==> src/rtl/arb2x1.sv <==
// ---------------------------------------------------------------------------
// arb2x1 -- two-input round-robin arbiter with a one-word registered output.
//
// Two valid/ready producers compete for a single registered output slot.
// When both offer a word, the channel that did not win the previous accepted
// transfer is granted, so contention alternates 0,1,0,1,... The output
// register refills in the same cycle it drains, giving one word per cycle of
// sustained throughput with one cycle of latency.
//
// Ports:
//   clk        rising-edge clock for all state
//   rst_n      synchronous active-low reset
//   in0_valid  channel 0 offers a word
//   in0_data   channel 0 word (WIDTH bits)
//   in0_ready  channel 0 word accepted this cycle
//   in1_valid  channel 1 offers a word
//   in1_data   channel 1 word (WIDTH bits)
//   in1_ready  channel 1 word accepted this cycle
//   out_valid  out_data holds a word for the consumer
//   out_data   registered selected word (WIDTH bits)
//   out_ready  consumer accepts out_data this cycle
//   sel        registered source of out_data (0 = in0, 1 = in1)
// ---------------------------------------------------------------------------
module arb2x1 #(
    parameter int WIDTH = 8
) (
    input  logic             clk,
    input  logic             rst_n,
    input  logic             in0_valid,
    input  logic [WIDTH-1:0] in0_data,
    output logic             in0_ready,
    input  logic             in1_valid,
    input  logic [WIDTH-1:0] in1_data,
    output logic             in1_ready,
    output logic             out_valid,
    output logic [WIDTH-1:0] out_data,
    input  logic             out_ready,
    output logic             sel
);

    typedef enum logic {
        EMPTY = 1'b0,
        FULL  = 1'b1
    } state_t;

    state_t state, state_next;
    logic   last_grant;

    logic   load_en;
    logic   any_valid;
    logic   grant_idx;
    logic   accept;

    // Grant decision depends only on the valid lines and last_grant, never on
    // data, so the ready path stays short and data-independent.
    always_comb begin
        // NOTE: every signal driven here gets a default first so no path can
        // leave it unassigned and infer a latch.
        load_en    = 1'b0;
        any_valid  = 1'b0;
        grant_idx  = 1'b0;
        accept     = 1'b0;
        in0_ready  = 1'b0;
        in1_ready  = 1'b0;
        state_next = state;

        // The slot can take a word when empty, or when the held word leaves
        // on this same edge.
        load_en   = (state == EMPTY) || out_ready;
        any_valid = in0_valid || in1_valid;

        if (in0_valid && in1_valid) begin
            grant_idx = ~last_grant;
        end else begin
            grant_idx = in1_valid;
        end

        // Reset suppresses acceptance so no producer believes its word moved.
        accept = rst_n && any_valid && load_en;

        in0_ready = accept && (grant_idx == 1'b0);
        in1_ready = accept && (grant_idx == 1'b1);

        if (accept) begin
            state_next = FULL;
        end else if ((state == FULL) && out_ready) begin
            state_next = EMPTY;
        end
    end

    // NOTE: sequential state uses non-blocking assignments so every register
    // samples pre-edge values regardless of statement order.
    always_ff @(posedge clk) begin
        if (!rst_n) begin
            state <= EMPTY;
        end else begin
            state <= state_next;
        end
    end

    // Output word, its source and the round-robin pointer only move on an
    // accepted transfer; a drain without refill leaves them untouched.
    always_ff @(posedge clk) begin
        if (!rst_n) begin
            out_data   <= '0;
            sel        <= 1'b0;
            last_grant <= 1'b1;
        end else if (accept) begin
            out_data   <= grant_idx ? in1_data : in0_data;
            sel        <= grant_idx;
            last_grant <= grant_idx;
        end
    end

    assign out_valid = (state == FULL);

endmodule
==> config.mk <==
export PLATFORM = sky130hd
export DESIGN_NAME = arb2x1
export DESIGN_NICKNAME = d
export VERILOG_FILES = /design/src/rtl/arb2x1.sv
export SDC_FILE = /design/constraint.sdc
export NUM_CORES = 1
export LEC_CHECK = 0
export BUFFER_PORTS_ARGS = -buffer_cell sky130_fd_sc_hd__buf_4
export CORE_AREA = 2 2 39 41
export DETAILED_ROUTE_END_ITERATION = 10
export DIE_AREA = 0 0 41 43
export PLACE_DENSITY = 0.75
export SYNTH_ARGS = -nofsm -noshare
export SYNTH_HDL_FRONTEND = slang
export SYNTH_SLANG_ARGS = --single-unit
==> constraint.sdc <==
create_clock -name clk -period 1.8 [get_ports clk]
set_input_delay 0.09 -clock clk [delete_from_list [all_inputs] [get_ports clk]]
set_output_delay 0.09 -clock clk [all_outputs]
set_load 0.02 [all_outputs]
Word level (Yosys, flattened, before mapping):

Cells that the tools add are included.

* mux-type cells: 4
* bitwise logic cells: 3
* reduce and logical (&&, ||, !) cells: 9

Operators by type and width (number)
* $mux W8: 1
* $logic_and A1 B1 Y1: 6
* $mux W1: 3
* $not A1 Y1: 3
* $logic_or A1 B1 Y1: 2
* $reduce_bool A2 Y1: 1

* register bits: 11
* output and inout port bits: 12

Logic depth before layout (Yosys ltp):

* depth after elaboration: 4
* depth in mapped cells: 4
* gate-level depth less buffers: 3

Worst setup path before layout:

OpenSTA, ideal clock, no wires.

* kind: reg2out
* start point: register state, in the netlist out_valid
* end point: output in0_ready
* arrival time: 963 ps
* data required time: 1710 ps
* path slack: 747 ps
* stages on the path, launching flop included: 5
* buffers on the path: 1
* path through: dfxtp_1 nand2b_1 buf_4 nand2_1 nor2_1

* longest elaborated chain between the ends: 4

Ends and longest elaborated chain
* from (decl): line 46 `state_t state, state_next;`
* from (signal assigned): line 97 `state <= state_next;`
* $not A1 Y1: line 69 `load_en = (state == EMPTY) || out_ready;`
* $logic_or A1 B1 Y1: line 69
* $logic_and A1 B1 Y1: line 79 `accept = rst_n && any_valid && load_en;`
* $logic_and A1 B1 Y1: line 81 `in0_ready = accept && (grant_idx == 1'b0);`
* to (decl): line 31 `output logic in0_ready,`

No other way between the ends.

Worst setup path in the final report:

* start point: register state, in the netlist out_valid
* end point: output in1_ready

* longest elaborated chain between the ends: 4

Ends and longest elaborated chain
* $not A1 Y1: line 69
* $logic_or A1 B1 Y1: line 69
* $logic_and A1 B1 Y1: line 79
* $logic_and A1 B1 Y1: line 82 `in1_ready = accept && (grant_idx == 1'b1);`
* to (decl): line 34 `output logic in1_ready,`

No other way between the ends.

==> impl_metrics.tcl <==
set metrics [dict create \
    status "complete, no violations" \
    hold_path_class "in2reg" \
    cts-root-buf "clkbuf_4" \
    grt_pass1_wl_um 1950 \
    crit_arrival_ps 1330 \
    synthCells 64 \
    post_cts.repair.setup_buffers 0 \
    fp.dieW_um 41 \
    ios 33 \
    post-route-util_pct 56.8 \
    hold_ws_ps 32.7 \
    relSlewSlack_pct 72.0 \
    hold_depth 2 \
    rr_endpoint "out_data[5]$_SDFFE_PN0P_" \
    yosys.area.top_type "dfxtp_1" \
    tightest_slew_ps 420 \
    rsz0062_at_grt "false" \
    die_h_um 43 \
    setup_tns_ps 0 \
    h-tree-depth 1 \
    dr.first_iter.drc_count 3 \
    dr.pass1.iters 4 \
    cts.hold.buffers_added 0 \
    min_period_ps 1420 \
    syn-num-nets 85 \
    start_util_pct 38.0 \
    gp_congestion 0.718 \
    startpoint_type "register" \
    synthDistinctLibCells 18 \
    yosys_warnings 0 \
    routed_wl_um 1360 \
    cts_tree "built" \
    routed_via_density 5.17 \
    fin_crit_sh_pct 78.6 \
    grt-ovfl-total 0 \
    grt_usage_pct 17.0 \
    fmax_ghz 0.706 \
    drv_cap 0 \
    drive_above_1_share_pct 38.1 \
    fin_skew_ps 4.31 \
    fp-row-count 14 \
    maxSlewViolCount 0 \
    crit_path_end "in1_ready" \
    grt_antenna_before_repair 0 \
    final_common_cell "buf_4" \
    reg2reg_from "out_valid$_SDFFE_PN0P_" \
    dp_hpwl_um 1020 \
    ff2ff_setup_slack_ps 690 \
    clk_path_buf_depth 2 \
    dieArea_um2 1760 \
    hold_viol_final 0 \
    critical_path_class "reg2out" \
    cts-resized-gates 0 \
    r2r_cells 3 \
    port_buffers 32 \
    yosysSeqAreaShare_pct 41.9 \
    yosys-top-cells-area "dfxtp_1, a311oi_1, nand2_1, a21oi_1, a21boi_4" \
    drc 0 \
    crit_fanout 11 \
    vdd_drop_max_mv 0.421 \
    clkSlewWorstSetupHoldPaths_ps 70 \
    syn_area_per_cell_um2 8.21 \
    worst_slack_ps 384 \
    diodes 0 \
    cp.required_ps 1710 \
    grt_pass1_vias 489 \
    pre_cts_slack_ps 684 \
    vias 584 \
    pwr_density_cell_nw_per_um2 779 \
    nets 119 \
    syn2layout_area_growth_pct 49.5 \
    cp-end-kind "primary output" \
    grt_max_degree 12 \
    core_um2 1380 \
    final_cell_mix "buf_4, nand2_1, dfxtp_1" \
    leakage_nw 0.366 \
    setup_viol 0 \
    netlist.area_leader.share_pct 41.9 \
    synth_area_um2 526 \
    wire_per_inst_um 12.0 \
    numCtsBuffers 3 \
    critPathLaunch "out_valid$_SDFFE_PN0P_" \
    detail-route-antenna-nets 0 \
    cts_sinks 11 \
    multi_input_area_um2 272 \
    regArea_um2 220 \
    synth-seq-cells 11 \
    clock_latency_ps 270 \
    fillerInstances 145 \
]
flip-flops by register name, summed over array words and instances (netlist names):
| name | flops |
|---|---|
| sel | 1 |
| last_grant | 1 |
| out_valid | 1 |
| out_data | 8 |
metal layers:
metal	global-route usage (%)	part of all wire, %
met4	14.0	2.9
met3	3.14	5.7
met5	0	0
met1	16.9	37
met2	28.1	54
final cells by class:
type / count / area share, %
multi-input combinational: 48 / 34.6
timing repair buffer: 32 / 30.6
tap: 16 / 2.55
clock buffer: 4 / 3.34
sequential: 11 / 28.0
inverter: 2 / 0.955
cell families after synthesis:
family                 share of synthesized area (%)
AO/OA/AOI/OAI                                   32.6
AND/OR/NAND/NOR                                 19.1
flip-flops                                      41.9
buffers and inverters                           6.43
cell usage after synthesis:
cell	count
nand2_1	17
dfxtp_1	11
a21oi_1	10
a311oi_1	8
buf_4	2
nand3_1	2
nor2_1	2
o21ai_0	2
a21bo_1	1
a21boi_4	1
buf_6	1
clkinv_1	1
inv_1	1
nand2b_1	1
nor2_2	1
nor2b_1	1
o21a_1	1
o21ai_1	1
power breakdown:
| part | internal [mW] | switching, mW |
|---|---|---|
| clock | 0.0859 | 0.0880 |
| sequential | 0.263 | 0.0119 |
| combinational | 0.0790 | 0.0842 |
| total | 0.428 | 0.184 |
stage by stage:
| stage | cells | cell area (µm²) | power, mW |
|---|---|---|---|
| CTS | 113 | 786 | 0.616 |
| floorplan | 64 | 526 | 0.370 |
| detailed placement | 109 | 759 | 0.444 |
| global placement | 109 | 759 | 0.441 |
| global route | 113 | 786 | 0.639 |
| finish | 113 | 786 | 0.612 |
worst min path at each step:
stage / from / endpoint / slack [ps]
2_1_floorplan: rst_n / last_grant$_SDFFE_PN1P_ / 160
3_3_place_gp: rst_n / last_grant$_SDFFE_PN1P_ / 310
3_5_place_dp: rst_n / last_grant$_SDFFE_PN1P_ / 310
4_1_cts: rst_n / last_grant$_SDFFE_PN1P_ / 30
5_1_grt: rst_n / last_grant$_SDFFE_PN1P_ / 40
6_report: rst_n / last_grant$_SDFFE_PN1P_ / 30
critical path: stages (launching register included):
cell	delay (ps)
dfxtp_1	320
nand2b_1	320
nand3_1	200
inv_1	90
buf_4	130
No activity file was read; power rests on OpenSTA's default activity.
